File: config.mk
export PLATFORM = sky130hd
export DESIGN_NAME = ps2_scancode_decoder
export DESIGN_NICKNAME = d
export VERILOG_FILES = /design/src/rtl/ps2_scancode_decoder.sv
export SDC_FILE = /design/constraint.sdc
export NUM_CORES = 1
export LEC_CHECK = 0
export CORE_ASPECT_RATIO = 0.8
export CORE_UTILIZATION = 57
export DETAILED_ROUTE_END_ITERATION = 10
export DONT_BUFFER_PORTS = 1
export PLACE_DENSITY = 0.73
export REMOVE_ABC_BUFFERS = 1
export SLEW_MARGIN = 20
export SYNTH_ARGS = -nofsm -noshare
export SYNTH_HDL_FRONTEND = slang
export SYNTH_SLANG_ARGS = --single-unit
File: constraint.sdc
create_clock -name clk -period 3.1 [get_ports clk]
set_clock_uncertainty 0.2 [all_clocks]
set_input_delay 0.31 -clock clk [delete_from_list [all_inputs] [get_ports clk]]
set_output_delay 0.31 -clock clk [all_outputs]
set_load 0.005 [all_outputs]
File: src/rtl/ps2_scancode_decoder.sv
// ps2_scancode_decoder: Set-2 prefix decoder with repeat filter, prefix timeout and FWFT event FIFO
module ps2_scancode_decoder #(
  parameter int FIFO_DEPTH    = 4,
  parameter int FILTER_REPEAT = 1,
  parameter int REPORT_MAKE   = 1,
  parameter int TIMEOUT_CYC   = 1000000
) (
  input  logic                          clk,
  input  logic                          reset,
  input  logic                          ready,
  input  logic [7:0]                    datain,
  input  logic                          rd_en,
  input  logic                          clr_ovf,
  output logic [7:0]                    ev_code,
  output logic                          ev_ext,
  output logic                          ev_break,
  output logic                          empty,
  output logic                          full,
  output logic [$clog2(FIFO_DEPTH):0]   count,
  output logic                          overflow,
  output logic [1:0]                    state_dbg
);
  localparam int AW = $clog2(FIFO_DEPTH);
  localparam int TW = $clog2(TIMEOUT_CYC);
  localparam logic [TW-1:0] TMAX = TW'(TIMEOUT_CYC - 1);
  // bit0 of the state means "E0 seen", bit1 means "F0 seen"
  typedef enum logic [1:0] {IDLE, GOT_E0, GOT_F0, GOT_E0F0} state_t;
  state_t state, state_nx;
  logic ready_d, rise, tmo, status, ev_v, ev_b, ev_e;
  logic match, make, brk, keep, push, pop, wr;
  logic [TW-1:0] tcnt;
  logic rep_v, rep_e;
  logic [7:0] rep_c;
  logic [9:0] mem [FIFO_DEPTH];
  logic [AW-1:0] wp, rp;
  logic [AW:0] cnt;
  assign rise   = ready & ~ready_d;
  assign tmo    = (state != IDLE) && (tcnt == TMAX);
  assign status = datain inside {8'h00, 8'hAA, 8'hEE, 8'hFA, 8'hFC, 8'hFE, 8'hFF};
  always_comb begin
    state_nx = state;
    ev_v = 1'b0;
    ev_b = state[1];
    ev_e = state[0];
    if (rise) begin
      if (datain == 8'hE0) state_nx = state_t'({state[1], 1'b1});
      else if (datain == 8'hF0) state_nx = state_t'({1'b1, state[0]});
      else begin
        state_nx = IDLE;
        ev_v = !(state == IDLE && status);
      end
    end else if (tmo) state_nx = IDLE;
  end
  assign match = rep_v && ({rep_e, rep_c} == {ev_e, datain});
  assign make  = ev_v & ~ev_b;
  assign brk   = ev_v & ev_b;
  assign keep  = make & ~((FILTER_REPEAT != 0) && match);
  assign push  = (keep && (REPORT_MAKE != 0)) | brk;
  assign empty = cnt == '0;
  assign full  = cnt == (AW+1)'(FIFO_DEPTH);
  assign pop   = rd_en & ~empty;
  assign wr    = push & (~full | pop);
  always_ff @(posedge clk or negedge reset)
    if (!reset) begin
      state   <= IDLE;
      ready_d <= 1'b0;
      tcnt    <= '0;
      rep_v   <= 1'b0;
      rep_e   <= 1'b0;
      rep_c   <= '0;
      wp      <= '0;
      rp      <= '0;
      cnt     <= '0;
      overflow <= 1'b0;
    end else begin
      state   <= state_nx;
      ready_d <= ready;
      tcnt    <= (rise || state_nx == IDLE) ? '0 : tcnt + TW'(1);
      if (keep) {rep_v, rep_e, rep_c} <= {1'b1, ev_e, datain};
      else if (brk && match) rep_v <= 1'b0;
      if (wr) wp <= wp + AW'(1);
      if (pop) rp <= rp + AW'(1);
      cnt <= cnt + (AW+1)'(wr) - (AW+1)'(pop);
      if (push && full && !pop) overflow <= 1'b1;
      else if (clr_ovf) overflow <= 1'b0;
    end
  always_ff @(posedge clk)
    if (wr) mem[wp] <= {ev_e, ev_b, datain};
  assign {ev_ext, ev_break, ev_code} = empty ? 10'd0 : mem[rp];
  assign count     = cnt;
  assign state_dbg = state;
endmodule

Word-level counts from Yosys, hierarchy flattened
Memories as Yosys holds them, arrays and structs flattened.
Cells that the tools add are included.
{ "word_totals": {"memories": 1, "reg_bits": 41, "ramBits": 40, "elab_cells": 72} }
{ "mem_list": {"columns": ["memory", "depth", "width", "read_ports", "rd_clocked_by_memory_dff", "write_ports", "line_no", "rtl"], "rows": [
  ["mem", 4, 10, 1, 0, 1, "34", "logic [9:0] mem [FIFO_DEPTH];"]
]} }
{ "classes": {"reduce_logical": 17, "eq_ne": 11, "add_sub_neg": 5, "bitwise": 13, "muxes": 15} }
{ "ops": {"columns": ["operator", "count"], "rows": [
  ["equality test 8 bit (second input constant)", 8],
  ["adder 20 x 1 -> 20 bit (second input constant)", 1],
  ["equality test 20 bit (second input constant)", 1],
  ["two-way mux 20 bit", 1],
  ["two-way mux 10 bit", 1],
  ["equality test 9 bit", 1],
  ["two-way mux 1 bit", 9],
  ["logical NOT 8 bit", 1],
  ["two-way mux 2 bit", 4],
  ["nonzero test 7 bit", 1],
  ["bitwise AND 1 bit", 6],
  ["logical AND 1 bit", 6],
  ["nonzero test 2 bit", 3],
  ["NOT 1 bit", 5],
  ["adder 2 x 1 -> 2 bit (second input constant)", 2],
  ["logical NOT 2 bit", 2],
  ["adder 3 x 1 -> 3 bit", 1],
  ["equality test 3 bit (second input constant)", 1],
  ["logical NOT 3 bit", 1],
  ["subtractor 3 x 1 -> 3 bit", 1],
  ["logical NOT 1 bit", 2],
  ["bitwise OR 1 bit", 2],
  ["logical OR 1 bit", 1]
]} }

Longest topological paths before layout
{ "depth": {"ltp_word": 13, "ltp_mapped": 13, "mapped_depth_nobuf": 12} }

Worst setup path before layout
No wires, ideal clock.
{ "synth_path": {"path_kind": "register -> register", "startpoint": "register state[0], in the netlist state_dbg[0]", "endpoint": "register cnt[2], in the netlist count[2]", "path_stages_with_launch": 14, "arrival_time_ns": 2.701, "setup_time_ns": 0.127, "period_less_slack_ns": 3.029, "slack_ns": 0.071, "path_cell_list": "dfrtp_1 -> clkbuf_1 -> nor2_1 -> and3_1 -> a2111o_1 -> nor2_2 -> inv_1 -> ha_1 -> inv_1 -> ha_1 -> inv_1 -> fa_1 -> xnor2_1 -> xnor2_1"} }
{ "synth_between": {"elab_chain_cells": 12} }
{ "synth_lines": {"columns": ["element", "line_no", "rtl"], "rows": [
  ["start: declaration", "28", "state_t state, state_nx;"],
  ["start signal: assignment", "76", "state <= state_nx;"],
  ["logical NOT 2 bit", "50", "ev_v = !(state == IDLE && status);"],
  ["logical AND 1 bit", "50", null],
  ["logical NOT 1 bit", "50", null],
  ["two-way mux 1 bit", "47", "else if (datain == 8'hF0) state_nx = state_t'({1'b1, state[0]});"],
  ["two-way mux 1 bit", "46", "if (datain == 8'hE0) state_nx = state_t'({state[1], 1'b1});"],
  ["two-way mux 1 bit", "45", "if (rise) begin"],
  ["bitwise AND 1 bit", "55", "assign make = ev_v & ~ev_b;"],
  ["bitwise AND 1 bit", "57", "assign keep = make & ~((FILTER_REPEAT != 0) && match);"],
  ["bitwise OR 1 bit *", "58", "assign push = (keep && (REPORT_MAKE != 0)) | brk;"],
  ["bitwise AND 1 bit *", "62", "assign wr = push & (~full | pop);"],
  ["adder 3 x 1 -> 3 bit *", "83", "cnt <= cnt + (AW+1)'(wr) - (AW+1)'(pop);"],
  ["subtractor 3 x 1 -> 3 bit *", "83", null],
  ["end signal: assignment", "83", null],
  ["end: declaration", "36", "logic [AW:0] cnt;"]
]} }
Mark *: on every way between the ends. The rest lies on a longest branch, timed or not.
A chain may end at the register's enable or synchronous reset.

Worst setup path in the final report
{ "layout_path": {"startpoint": "register cnt[2], in the netlist count[2]", "endpoint": "register cnt[2], in the netlist count[2]"} }
{ "layout_lines": {"columns": ["element", "line_no", "rtl"], "rows": [
  ["equality test 3 bit", "60", "assign full = cnt == (AW+1)'(FIFO_DEPTH);"],
  ["net full", "18", "output logic full,"],
  ["NOT 1 bit", "62", null],
  ["bitwise OR 1 bit", "62", null],
  ["bitwise AND 1 bit", "62", null],
  ["adder 3 x 1 -> 3 bit", "83", null],
  ["subtractor 3 x 1 -> 3 bit", "83", null]
]} }
The timed path passes the listed nets, and every way through them passes these cells.

==> run_results.csv <==
group,metric,value,unit
sta,fin_crit,2.835,ns
worst_setup_path,worstSetupEndpointType,"register",
pwr,power.leakage,1.588,nW
floorplan,die_area,6841,sq um
worst_setup_path,cp.arrival,2.91,ns
clock_tree,insertion_delay,0.35,ns
sta,fmax,352.7,MHz
layout,diodes,0,
placed_design,io_buffer_count,0,
routing,routedWlPerCell,18.20,microns
floorplan,core,6100,sq um
sta,fin_crit_sh,91.45,%
clock_tree,clk_path_buf_depth,2,
layout,layout-drive-gt1-share,16.28,%
worst_setup_path,critical_path.max_fanout,4,
clock_tree,cts_made_buffers,9,
sta,drv_slew,0,
synth,netlist-cell-type-count,51,
layout,final_common_cell,"dfrtp_1",
grt,grt_start_max_net_pins,42,
sta,fin_setup_tns,0,ns
grt,grt_remaining_overflow,0,
placed_design,dp_hpwl,4.537,mm
job,maxCapViolCount,0,
synth,ys_seq_elements,81,
sta,finalHoldViolations,0,
clock_tree,htree_levels,3,
routing,ant_nets,0,
routing,drc_errors,0,
grt,grt_pass1_vias,2279,
layout,fillCellCount,434,
run_status,outcome,"complete, no violations",
clock_tree,clk_pin_slew,0.08,ns
placed_design,routabilityCongestion,0.7910,
synth,yosysWarnings,0,
synth,async_flop_share,50.62,%
routing,routed_via_density,5.754,
layout,mostFrequentLayoutCells,"dfrtp_1 (41), edfxtp_1 (40), nor2_1 (28)",
synth,syn-cell-area,3712,sq um
worst_setup_path,worstPathRequired,3.18,ns
layout,nets,317,
floorplan,rows,25,
worst_setup_path,critPathKind,"register to register",
layout,post-route-util,68.62,%
routing,dr.pass1.iters,4,
floorplan,io_pins,31,
floorplan,die_y,74.18,microns
routing,via_count,2198,
grt,antenna_found_initial,0,
synth,yosysSeqAreaShare,59.99,%
synth,netlist_instances,275,
clock_tree,cts_sinks,81,
clock_tree,root_buffer,"clkbuf_8",
pwr,vdd_drop_max,0.3142,mV
worst_setup_path,startpoint_type,"register",
clock_tree,cts_setup_buffers,0,
routing,drtIter0Drc,115,
clock_tree,cts_tree,"built",
sta,rsz0062_at_grt,"false",
floorplan,die_width,92.23,microns
min_path,hold_class,"primary input to register",
routing,drt-total-wl,6.951,mm
grt,track_usage,23.25,%
synth,synth_flop_cell,"dfrtp_1",
placed_design,dpl_cell_area,3821,sq um
sta,relSlewSlack,49.58,%
layout,finish.instance_area,4185,sq um
grt,grt_pass1_wl,11.57,mm
synth,synth_edf_count,40,
sta,worst_pin_slew,0.7494,ns
pwr,power_density,664.0,nW/um^2
layout,area_delta_synth_final,12.74,%
synth,avgSynthCellArea,13.50,sq um
floorplan,initial_core_util,60.86,%
sta,finalSetupViolCount,0,
repair_timing:
item                                    CTS  global route
hold endpoints to repair                 85             0
endpoints found under the setup margin    0             1
hold buffers                             12             0
gates resized for setup                   0             3
final cells by class:
class	instances	area, sq um	share of cell area, %
inverters	11	41.29	0.9865
clock inverters	4	50.05	1.196
multi-input cells	174	1409	33.66
repair buffers	19	190.2	4.544
well taps	81	101.3	2.422
flip-flops and latches	81	2227	53.21
clock buffers	12	166.4	3.976
metrics by stage:
stage | total power, mW | hold WS, ns | setup slack (ns) | instances
floorplan | 1.815 | -0.1856 | 0.2148 | 266
global placement | 1.949 | -0.1843 | 0.1186 | 354
detailed placement | 1.969 | -0.1844 | 0.1084 | 354
CTS | 2.803 | 0.04549 | 0.1965 | 382
global route | 2.929 | 0.04360 | 0.03605 | 382
finish | 2.779 | 0.03292 | 0.2649 | 382
routing by layer:
layer  GRT usage, %  part of all wire (%)  up-vias
met5              0                     0        -
met3          7.771                   5.5        9
met4          6.597                  0.99        0
met2          34.83                    43       50
met1          33.06                    50     1097
li1               -                     -     1042
report_power, final:
part           internal, mW  total, mW  switching, mW
registers              1.26       1.39          0.134
logic                 0.315      0.581          0.266
clock network         0.442      0.806          0.364
cells by family after synthesis:
family          Yosys count  share of synthesized area (%)
xor+xnor                 31                          7.314
fa+ha+maj                 8                          2.898
compound gates           19                          4.449
mux                      19                          8.797
simple gates             97                          14.22
flops                    81                          59.99
buf+inv                  20                          2.325
state kept, by name (all words and copies together) (netlist names):
| signal | cells |
|---|---|
| mem | 40 |
| tcnt | 20 |
| rep_c | 8 |
| count | 3 |
| rp | 2 |
| state_dbg | 2 |
| wp | 2 |
| overflow | 1 |
| ready_d | 1 |
| rep_e | 1 |
| rep_v | 1 |
critical path, cell delays in order (launching register included):
cell and delay, ns:
dfrtp_1 0.43, nor3b_1 0.18, nor2b_2 0.20, a2111o_1 0.38, nor2_4 0.13, inv_1 0.06
ha_1 0.26, inv_1 0.05, ha_1 0.12, inv_1 0.04, fa_1 0.38, xnor2_1 0.18
xnor2_1 0.13
Yosys cell counts, types with 2 or more instances:
cell / number / area share [%]
inv_1: 11 / 1.1
a21oi_1: 3 / 0.40
ha_1: 7 / 2.4
nor2_1: 28 / 2.8
nand2_1: 8 / 0.81
and3_1: 6 / 1.0
nand4_1: 4 / 0.67
mux2_1: 2 / 0.61
nor4_1: 3 / 0.51
xor2_1: 18 / 4.2
and2_1: 5 / 0.84
nor2b_1: 13 / 2.2
clkbuf_1: 4 / 0.40
edfxtp_1: 40 / 32
xnor2_1: 13 / 3.1
dfrtp_1: 41 / 28
mux2_2: 7 / 2.1
mux4_2: 10 / 6.1
buf_2: 3 / 0.40
nand3_1: 16 / 2.2
or4_1: 3 / 0.61
path summary, 6_finish.rpt:
| path | slack, ns | endpoint | cells past startpoint | start |
|---|---|---|---|---|
| max in group asynchronous | 2.21 | tcnt[12]$_DFF_PN0_ | 2 | reset |
| min | 0.03 | overflow$_DFFE_PN0P_ | 3 | rd_en |
| min in group asynchronous | 0.29 | rp[1]$_DFFE_PN0P_ | 2 | reset |
| min reg2reg | 0.32 | tcnt[0]$_DFF_PN0_ | 1 | tcnt[0]$_DFF_PN0_ |
| max | 0.26 | count[2]$_DFF_PN0_ | 12 | count[2]$_DFF_PN0_ |
| max reg2reg | 0.26 | count[2]$_DFF_PN0_ | 12 | count[2]$_DFF_PN0_ |
(Power assumes the default switching activity.)
